[src/rtl/spi_image_loader_if.sv]
// Boot-port bundle between the image loader, the SPI storage controller and the SRAM controller.
// The master side is the loader; the slave side is the storage/memory controllers (or a bench).
interface spi_image_loader_if;
  logic        i_spiMISO;
  logic        o_spiMOSI;
  logic        o_spiEn;
  logic [15:0] o_memAddr;
  logic [15:0] o_memDataOut;
  logic        o_memEn;
  logic        o_smNowBooted;

  modport master (
    input  i_spiMISO,
    output o_spiMOSI,
    output o_spiEn,
    output o_memAddr,
    output o_memDataOut,
    output o_memEn,
    output o_smNowBooted
  );

  modport slave (
    output i_spiMISO,
    input  o_spiMOSI,
    input  o_spiEn,
    input  o_memAddr,
    input  o_memDataOut,
    input  o_memEn,
    input  o_smNowBooted
  );
endinterface

[src/rtl/spi_image_loader.sv]
// Boot-time copier: issues an EEPROM READ, takes a 16-bit word count, then streams that many
// words into SRAM through the boot port and raises the sticky booted flag.
module spi_image_loader #(
  parameter logic [15:0] MAX_WORDS = 16'hC000,
  parameter logic [15:0] EE_ADDR   = 16'h0000
) (
  input  logic               i_clk,
  input  logic               i_rstn,
  spi_image_loader_if.master bus
);

  localparam logic [7:0] READ_CMD = 8'h03;

  typedef enum logic [2:0] {StIdle, StCmd, StAddr, StLen, StData, StDone} state_e;

  state_e      state_q, state_d;
  logic [3:0]  bit_cnt_q, bit_cnt_d;
  logic [15:0] word_cnt_q, word_cnt_d;
  logic [15:0] len_q, len_d;
  logic [15:0] shift_q, shift_d;
  logic        mosi_q, mosi_d;
  logic        spi_en_q, spi_en_d;
  logic [15:0] mem_addr_q, mem_addr_d;
  logic [15:0] mem_data_q, mem_data_d;
  logic        mem_en_q, mem_en_d;
  logic        booted_q, booted_d;

  logic [15:0] rx_word;
  assign rx_word = {shift_q[14:0], bus.i_spiMISO};

  always_ff @(posedge i_clk or negedge i_rstn) begin
    if (!i_rstn) begin
      state_q    <= StIdle;
      bit_cnt_q  <= 4'd0;
      word_cnt_q <= 16'd0;
      len_q      <= 16'd0;
      shift_q    <= 16'd0;
      mosi_q     <= 1'b0;
      spi_en_q   <= 1'b0;
      mem_addr_q <= 16'd0;
      mem_data_q <= 16'd0;
      mem_en_q   <= 1'b0;
      booted_q   <= 1'b0;
    end else begin
      state_q    <= state_d;
      bit_cnt_q  <= bit_cnt_d;
      word_cnt_q <= word_cnt_d;
      len_q      <= len_d;
      shift_q    <= shift_d;
      mosi_q     <= mosi_d;
      spi_en_q   <= spi_en_d;
      mem_addr_q <= mem_addr_d;
      mem_data_q <= mem_data_d;
      mem_en_q   <= mem_en_d;
      booted_q   <= booted_d;
    end
  end

  always_comb begin
    state_d    = state_q;
    bit_cnt_d  = bit_cnt_q;
    word_cnt_d = word_cnt_q;
    len_d      = len_q;
    shift_d    = shift_q;
    mem_addr_d = mem_addr_q;
    mem_data_d = mem_data_q;
    mem_en_d   = 1'b0;

    unique case (state_q)
      StIdle: begin
        state_d   = StCmd;
        bit_cnt_d = 4'd0;
      end
      StCmd: begin
        bit_cnt_d = bit_cnt_q + 4'd1;
        if (bit_cnt_q == 4'd7) begin
          state_d   = StAddr;
          bit_cnt_d = 4'd0;
        end
      end
      StAddr: begin
        bit_cnt_d = bit_cnt_q + 4'd1;
        if (bit_cnt_q == 4'd15) state_d = StLen;
      end
      StLen: begin
        shift_d   = rx_word;
        bit_cnt_d = bit_cnt_q + 4'd1;
        if (bit_cnt_q == 4'd15) begin
          // Clamp keeps every write below the mapped-register region.
          len_d      = (rx_word > MAX_WORDS) ? MAX_WORDS : rx_word;
          word_cnt_d = 16'd0;
          state_d    = (len_d == 16'd0) ? StDone : StData;
        end
      end
      StData: begin
        shift_d   = rx_word;
        bit_cnt_d = bit_cnt_q + 4'd1;
        if (bit_cnt_q == 4'd15) begin
          mem_en_d   = 1'b1;
          mem_addr_d = word_cnt_q;
          mem_data_d = rx_word;
          word_cnt_d = word_cnt_q + 16'd1;
          if (word_cnt_q == len_q - 16'd1) state_d = StDone;
        end
      end
      StDone: begin
      end
      default: state_d = StIdle;
    endcase

    // Outputs are registered from the next state so they line up with the bit being shifted.
    spi_en_d = (state_d == StCmd) || (state_d == StAddr) || (state_d == StLen) ||
               (state_d == StData);
    mosi_d = 1'b0;
    if (state_d == StCmd) begin
      mosi_d = READ_CMD[3'd7 - bit_cnt_d[2:0]];
    end else if (state_d == StAddr) begin
      mosi_d = EE_ADDR[4'd15 - bit_cnt_d];
    end

    // The final strobe and booted never share a cycle; an empty image boots immediately.
    booted_d = booted_q | ((state_d == StDone) && !mem_en_d);
  end

  assign bus.o_spiMOSI     = mosi_q;
  assign bus.o_spiEn       = spi_en_q;
  assign bus.o_memAddr     = mem_addr_q;
  assign bus.o_memDataOut  = mem_data_q;
  assign bus.o_memEn       = mem_en_q;
  assign bus.o_smNowBooted = booted_q;

endmodule

[src/flat_wrapper.sv]
// flat-port wrapper written by rule: the top's interface ports become plain ports
module spi_image_loader_flat 
#(
  parameter logic [15:0] MAX_WORDS = 16'hC000,
  parameter logic [15:0] EE_ADDR   = 16'h0000
)
  (i_clk, i_rstn, bus_i_spiMISO, bus_o_spiMOSI, bus_o_spiEn, bus_o_memAddr, bus_o_memDataOut, bus_o_memEn, bus_o_smNowBooted);
  spi_image_loader_if bus_i ();
  input  logic i_clk;
  input  logic i_rstn;
  input wire logic [$bits(bus_i.i_spiMISO)-1:0] bus_i_spiMISO;
  output wire logic [$bits(bus_i.o_spiMOSI)-1:0] bus_o_spiMOSI;
  output wire logic [$bits(bus_i.o_spiEn)-1:0] bus_o_spiEn;
  output wire logic [$bits(bus_i.o_memAddr)-1:0] bus_o_memAddr;
  output wire logic [$bits(bus_i.o_memDataOut)-1:0] bus_o_memDataOut;
  output wire logic [$bits(bus_i.o_memEn)-1:0] bus_o_memEn;
  output wire logic [$bits(bus_i.o_smNowBooted)-1:0] bus_o_smNowBooted;
  assign bus_i.i_spiMISO = bus_i_spiMISO;
  assign bus_o_spiMOSI = bus_i.o_spiMOSI;
  assign bus_o_spiEn = bus_i.o_spiEn;
  assign bus_o_memAddr = bus_i.o_memAddr;
  assign bus_o_memDataOut = bus_i.o_memDataOut;
  assign bus_o_memEn = bus_i.o_memEn;
  assign bus_o_smNowBooted = bus_i.o_smNowBooted;
  spi_image_loader #(.MAX_WORDS(MAX_WORDS), .EE_ADDR(EE_ADDR)) u_core (.i_clk(i_clk), .i_rstn(i_rstn), .bus(bus_i));
endmodule
[config.mk]
export PLATFORM = sky130hd
export DESIGN_NAME = spi_image_loader_flat
export DESIGN_NICKNAME = d
export VERILOG_FILES = /design/src/rtl/spi_image_loader_if.sv /design/src/rtl/spi_image_loader.sv /design/src/flat_wrapper.sv
export SDC_FILE = /design/constraint.sdc
export NUM_CORES = 1
export LEC_CHECK = 0
export BUFFER_PORTS_ARGS = -buffer_cell sky130_fd_sc_hd__buf_4
export CORE_ASPECT_RATIO = 0.8
export CORE_MARGIN = 4
export CORE_UTILIZATION = 45
export DETAILED_ROUTE_END_ITERATION = 10
export PLACE_DENSITY_LB_ADDON = 0.12
export SYNTH_ARGS = -nofsm -noshare
export SYNTH_HDL_FRONTEND = slang
export SYNTH_SLANG_ARGS = --single-unit
[constraint.sdc]
create_clock -name i_clk -period 2.9 [get_ports i_clk]
set_input_delay 0.58 -clock i_clk [delete_from_list [all_inputs] [get_ports i_clk]]
set_output_delay 0.58 -clock i_clk [all_outputs]
set_load 0.005 [all_outputs]
==> results of run 1 <==
-- where the power goes --
group / internal (mW) / total (mW) / switching [mW]
clock network: 0.638 / 1.14 / 0.507
registers: 1.28 / 1.32 / 0.0361
logic: 0.0572 / 0.131 / 0.0739
-- final timing paths --
check,endpoint,from
max reg2reg,u_core.bus.o_spiEn,u_core.bit_cnt_q[1]
min reg2reg,u_core.bus.o_memDataOut[13],u_core.bus.o_memDataOut[13]
min in group i_clk,u_core.bus.o_memDataOut[0],bus_i_spiMISO
max in group asynchronous,u_core.word_cnt_q[10],i_rstn
max,u_core.bus.o_spiEn,u_core.bit_cnt_q[1]
min,u_core.bit_cnt_q[1],i_rstn
-- logic make-up after synthesis --
| logic type | count (synthesis) | synth area share |
|---|---|---|
| DFF | 90 | 0.520 |
| adders and majority gates | 3 | 0.00867 |
| muxes | 17 | 0.0436 |
| buffers and inverters | 37 | 0.0347 |
| AOI/OAI and AO/OA | 63 | 0.0988 |
| and+or+nand+nor | 212 | 0.223 |
| xor gates and xnor gates | 35 | 0.0708 |
-- flip-flops by register name, summed over array words and instances, names as in the netlist --
register,cells
u_core.shift_q,15
u_core.bus.o_memDataOut,16
u_core.bus.o_memAddr,16
u_core.len_q,16
u_core.word_cnt_q,16
u_core.bus.o_spiEn,1
u_core.bus.o_memEn,1
u_core.bit_cnt_q,4
u_core.state_q,3
u_core.bus.o_smNowBooted,1
u_core.bus.o_spiMOSI,1
-- per-layer routing --
layer	vias up	GRT usage	part of all wire
met4	0	0.0585	0.013
met3	13	0.0511	0.052
li1	1640	-	-
met1	1579	0.277	0.52
met2	73	0.275	0.41
met5	-	0	0
-- Yosys cell counts, types with 6 or more instances --
cell	count	share of area
nand2_1	120	0.10
dfrtp_1	90	0.52
nor2_1	30	0.026
clkbuf_1	25	0.022
xor2_1	18	0.036
xnor2_1	17	0.034
mux2_2	15	0.039
o21ai_0	14	0.016
a22o_1	13	0.026
a21oi_1	12	0.014
nor3_1	11	0.013
nand4_1	8	0.012
nor4_1	7	0.010
inv_1	6	0.0052
nand3_1	6	0.0069
-- cell type report --
type	count	area share
timing repair buffer	57	0.0863
multi-input combinational	330	0.381
inverter	7	0.00515
sequential	90	0.441
tap	115	0.0282
clock inverter	5	0.00858
clock buffer	11	0.0495
-- through the flow --
stage | hold WS [ns] | std cells | total power, mW | util | cell area (sq um)
2_1_floorplan | 0.284 | 457 | 1.40 | - | 4340
3_3_place_gp | 0.459 | 599 | 1.47 | 0.520 | 4800
3_5_place_dp | 0.464 | 599 | 1.47 | 0.520 | 4800
4_1_cts | 0.261 | 615 | 2.63 | 0.552 | 5100
5_1_grt | 0.289 | 615 | 2.71 | 0.553 | 5100
6_report | 0.251 | 615 | 2.59 | 0.553 | 5100
-- critical path: stages, from the launching register on --
cell,delay (ns)
dfrtp_1,0.41
ha_4,0.19
nand3_2,0.09
or3_1,0.33
or4_1,0.50
or4_1,0.47
or4_4,0.50
and3_1,0.19
==> metrics.txt, run 1 <==
multi-input logic area=1950 sq um; unique cell type count in the Yosys netlist=51; MaxCap Viol Count=0; hpwl dp=between 6000 and 7000 microns; Synth Warn #=0; synthesized cell area=4330 sq um; predominant post-synthesis flop cell=dfrtp_1; outcome=finished clean; diodes inserted=0; clock latency on the worst-skew pair=0.35 ns; Synth-to-Final Area Change=17.9%; Slew Limit Fails=0; Congestion Overflow GR=0; Leakage Power=~2.4 nW; # resized after CTS=0; 1st-iter DRT viols=171; highest-count cells in the layout ignoring fill and taps=nand2_1, dfrtp_1, buf_4; post-CTS setup repair buffer count=0; Seq/Total Area, Yosys=0.520; # rows=31; PD cells=about 510 nW/um^2; Req. time, crit path=roughly 3.1 ns; setup violators final=0; Final #Nets=501; die area=11300 sq um; clock net sink count=90; num ports=39; Port Buffers=38; share of cells above drive strength 1=0.192; Fillers=838; TritonCTS clock tree=yes; worst relative slew slack=0.456; Core ar.=9230 sq um; H-Tree Depth=3; Min Clock Period, post-route=between 2 and 3 ns; Vert. Die Dim=95.7 microns; RSZ-0062 raised after global routing=false; CTS clk-pin slew, worst paths=approximately 0.060 ns; first-pass GRT wire length=16900 microns; CTS Buf Count=9; post-route clock period utilization=0.964; r2r setup slk=0.11 ns; Post-Synthesis Net Count=approximately 460; Initial Util=0.469; clk_skew=0.0109 ns; RePlAce Congestion=just under 0.9; vias=between 3000 and 4000; detail-routed via count per cell=5.37; Root Driver=clkbuf_16; vias in the first global route=3228; DR pass1 iterations=4; # hold bufs at CTS=0; worst hold path type=input pin to asynchronous set/reset pin; Seq. cell area=2250 sq um; chip width=118 microns; commonest non-fill, non-tap cell in the layout=nand2_1; CP endpoint kind=flip-flop; initial antenna violation count=0; R2R depth=7; CTS Buffer Depth=2; critical path data arrival time=3.03 ns; gr usage total=0.189; largest net degree at the start of global routing=47; final hold vios=0; Syn Area/Cell=between 9 and 10 sq um; Setup CP Type=flip-flop to flip-flop; # DRC=0; drt wl/cell=16.1 microns; Post-synth EDFFs=0; final worst slack=0.105 ns; fmax=358 MHz; flops & latches, synth=90; Post-Syn Instances=457; asr flop ratio synth=1.00; setup TNS=0 ns; final wirelength=9880 microns; pre-CTS setup slack=0.0860 ns; Startpoint Class=flip-flop; worst vdd ir=0.366 mV; Worst Max-Slew Pin Slew=about 0.8 ns; Routed Antenna Nets=0; largest fanout on the critical path=7
Note: power is estimated with default switching activity, not from simulation.
==> inputs of run 2 (changes only) <==
--- a/config.mk
+++ b/config.mk
@@ -5,6 +5,7 @@
 export SDC_FILE = /design/constraint.sdc
 export NUM_CORES = 1
 export LEC_CHECK = 0
+export ABC_AREA = 1
 export BUFFER_PORTS_ARGS = -buffer_cell sky130_fd_sc_hd__buf_4
 export CORE_ASPECT_RATIO = 0.8
 export CORE_MARGIN = 4
==> run 2 against run 1 <==
  * Final cell count up 14%
  * Critical path type unchanged
  * Worst setup slack better by 0.75 ns
  * Wire length up 2.7%
  * Worst hold slack better by 0.022 ns
==> metrics.txt, run 2 <==
Worst Max-Slew Pin Slew=0.664 ns (-0.132 ns); synth cell count leaders=nand2_1, dfrtp_1, inv_1, o21ai_0, nor2_1; Port Buffers=38 (unchanged); largest net degree at the start of global routing=60 (+28%); post-route clock period utilization=0.705 (-0.259); first-pass GRT wire length=17200 microns (+1.5%); Congestion Overflow GR=0 (unchanged); asr flop ratio synth=1.00 (unchanged); Synth area leaders=dfrtp_1, nand2_1, o21ai_0; clk_skew=0.00745 ns (-0.00348 ns); DR pass1 iterations=5 (+1); outcome=finished clean; setup TNS=0 ns (unchanged); Vert. Die Dim=96.5 microns (+0.76%); 1st-iter DRT viols=218 (+27%); worst vdd ir=0.357 mV (-2.3%); worst reg2reg path startpoint=u_core.bit_cnt_q[0]; Seq/Total Area, Yosys=0.512 (-0.00858); # rows=31 (unchanged); R2R depth=12 (+5); PD cells=524 nW/um^2 (+3.2%); die area=11400 sq um (+1.5%); post-CTS setup repair buffer count=0 (unchanged); diodes inserted=0 (unchanged); Post-Synth Simple-Gate Area=0.262 (+0.0390); Synth-to-Final Area Change=16.8%; part of the power in combinational logic=0.053 (+0.002); final wirelength=10100 microns (+2.7%); RePlAce Congestion=0.892 (+0.85%); unique cell type count in the Yosys netlist=36 (-29%); Core ar.=9310 sq um (+0.84%); vias in the first global route=3507 (+8.6%); worst relative slew slack=0.557 (+0.102); # DRC=0 (unchanged); Final Power=2.69 mW (+3.9%); crit path launch=u_core.bit_cnt_q[0]; Worst Setup EP=u_core.word_cnt_q[10]; post-synthesis mux area share=0 (-0.0436); largest fanout on the critical path=9 (+2); worst-path cell with the longest stage delay=dfrtp_1; Startpoint Class=flip-flop; critical path data arrival time=2.28 ns (-0.75 ns); xor/xnor share of the synthesized area=0.0310 (-0.0398); Initial Util=0.473 (+0.00389); fmax=489 MHz (+37%); main combinational cell family by area after synthesis=simple AND/OR/NAND/NOR gates; critical path's top delay family=simple AND/OR/NAND/NOR gates; final hold vios=0 (unchanged); most frequent cell after synthesis=nand2_1; r2r setup slk=0.86 ns (+0.75 ns); max incr delay on CP=0.37 ns (-0.13 ns); Post-Synthesis Net Count=546 (+18%); Post-Syn Instances=540 (+18%); num ports=39 (unchanged); commonest non-fill, non-tap cell in the layout=nand2_1; P_int=2.10 mW (+6.4%); MaxCap Viol Count=0 (unchanged); Synth Warn #=0 (unchanged); FF-to-FF End=u_core.word_cnt_q[10]; highest-count cells in the layout ignoring fill and taps=nand2_1, dfrtp_1, inv_1; CTS clk-pin slew, worst paths=0.06 ns (about the same); Min Clock Period, post-route=2.04 ns (-0.750 ns); Routed Antenna Nets=0 (unchanged); Post-synth EDFFs=0 (unchanged); clock power share=0.464 (+0.022); Net Sw Frac=0.220 (-0.0182); clock net sink count=90 (unchanged); Crit path depth=12 (+5); CTS Buffer Depth=2 (unchanged); CP endpoint kind=flip-flop; post-synth top area share=0.512 (-0.00858); setup violators final=0 (unchanged); chip width=119 microns (+0.78%); Req. time, crit path=3.13 ns (about the same); predominant post-synthesis flop cell=dfrtp_1; gr usage total=0.189 (-0.000292); Slew Limit Fails=0 (unchanged); initial antenna violation count=0 (unchanged); hpwl dp=7410 microns (+8.3%); Syn Area/Cell=8.15 sq um (-14%); NetSw=592 uW (-4.1%); Synth area leader=dfrtp_1; share of cells above drive strength 1=0.135 (-0.0567); flops & latches, synth=90 (unchanged); drt wl/cell=14.5 microns (-9.7%); worst hold path type=input pin to asynchronous set/reset pin; CTS Buf Count=9 (unchanged); Setup CP Type=flip-flop to flip-flop; Final #Nets=585 (+17%); # hold bufs at CTS=0 (unchanged); clock latency on the worst-skew pair=0.34 ns (about the same); Synth Area in Adders=0.00853 (-0.000143); RSZ-0062 raised after global routing=false; Bufs and invs on worst path=0 (unchanged); detail-routed via count per cell=5.13 (-4.5%); H-Tree Depth=3 (unchanged); vias=3589 (+8.6%); # resized after CTS=0 (unchanged); synthesized cell area=4400 sq um (+1.7%); TritonCTS clock tree=yes; Root Driver=clkbuf_16; worst path cell trace=ha_1 > nand3_4 > nor2_4 > nor2_4 > nor3_4 > nand2_2 > nor3_2 > nand2_2 > nor2_1 > nand2_1 > nand2_1 > nor2_1; sequential share of power=0.484 (-0.024); complex-gate fraction of the synthesized area=0.114 (+0.0151); Leakage Power=2.62 nW (+7.6%)
-- run 2: cell count changes after synthesis, moves of 11 or more --
cell      before  now
a22o_1        13    0
clkbuf_1      25   11
inv_1          6   68
o22ai_1        1   12
nor2_1        30   52
xnor2_1       17    2
o21ai_0       14   57
nand3_1        6   19
mux2_2        15    0
nand2_1      120  138
-- run 2: area by class of cell --
cell class	instances	area (sq um)
clock inverter	5	77.6
timing repair buffer	42	328
inverter	71	267
fill	862	4170
sequential	90	2250
multi-input combinational	365	1830
clock buffer	11	243
tap	115	144
-- run 2: per-layer routing --
metal,share of wire,vias up,global-route usage
li1,-,1811,-
met1,0.50,1688,0.262
met2,0.43,76,0.297
met3,0.051,14,0.0431
met4,0.015,0,0.0627
met5,0,-,0
-- run 2: worst min-delay path by stage --
stage                                 endpoint  slack (ns)  cells past startpoint
finish              u_core.bus.o_memDataOut[3]        0.27                      1
floorplan                  u_core.bit_cnt_q[0]        0.28                      0
detailed placement     u_core.bus.o_memAddr[7]        0.47                      2
CTS                    u_core.bus.o_memAddr[5]        0.29                      1
global route        u_core.bus.o_memDataOut[3]        0.32                      1
global placement       u_core.bus.o_memAddr[7]        0.46                      2
-- run 2: cell families (layout without fill, tap and decap cells) --
kind of cell,after synthesis,in the layout
AND/OR/NAND/NOR,256,256
flip-flops,90,90
XOR/XNOR,14,14
AO/OA/AOI/OAI,92,92
adder cells (fa/ha/maj),3,3
buffers and inverters,85,129
-- run 2: power groups by stage --
stage          combinational, mW  clock [mW]  sequential [mW]
3_3_place_gp               0.139           0             1.32
6_report                   0.142        1.25             1.30
2_1_floorplan             0.0883           0             1.32
4_1_cts                    0.144        1.28             1.30
5_1_grt                    0.166        1.33             1.30
3_5_place_dp               0.143           0             1.33
-- run 2: metrics by stage --
step / hold slack, ns / cells / cell area (sq um) / utilization / setup WS, ns
finish: 0.273 / 699 / 5140 / 0.552 / 0.855
global route: 0.322 / 699 / 5140 / 0.552 / 0.543
CTS: 0.290 / 699 / 5140 / 0.552 / 0.842
detailed placement: 0.465 / 683 / 4820 / 0.518 / 0.858
global placement: 0.460 / 683 / 4820 / 0.518 / 0.892
floorplan: 0.284 / 540 / 4400 / - / 1.13
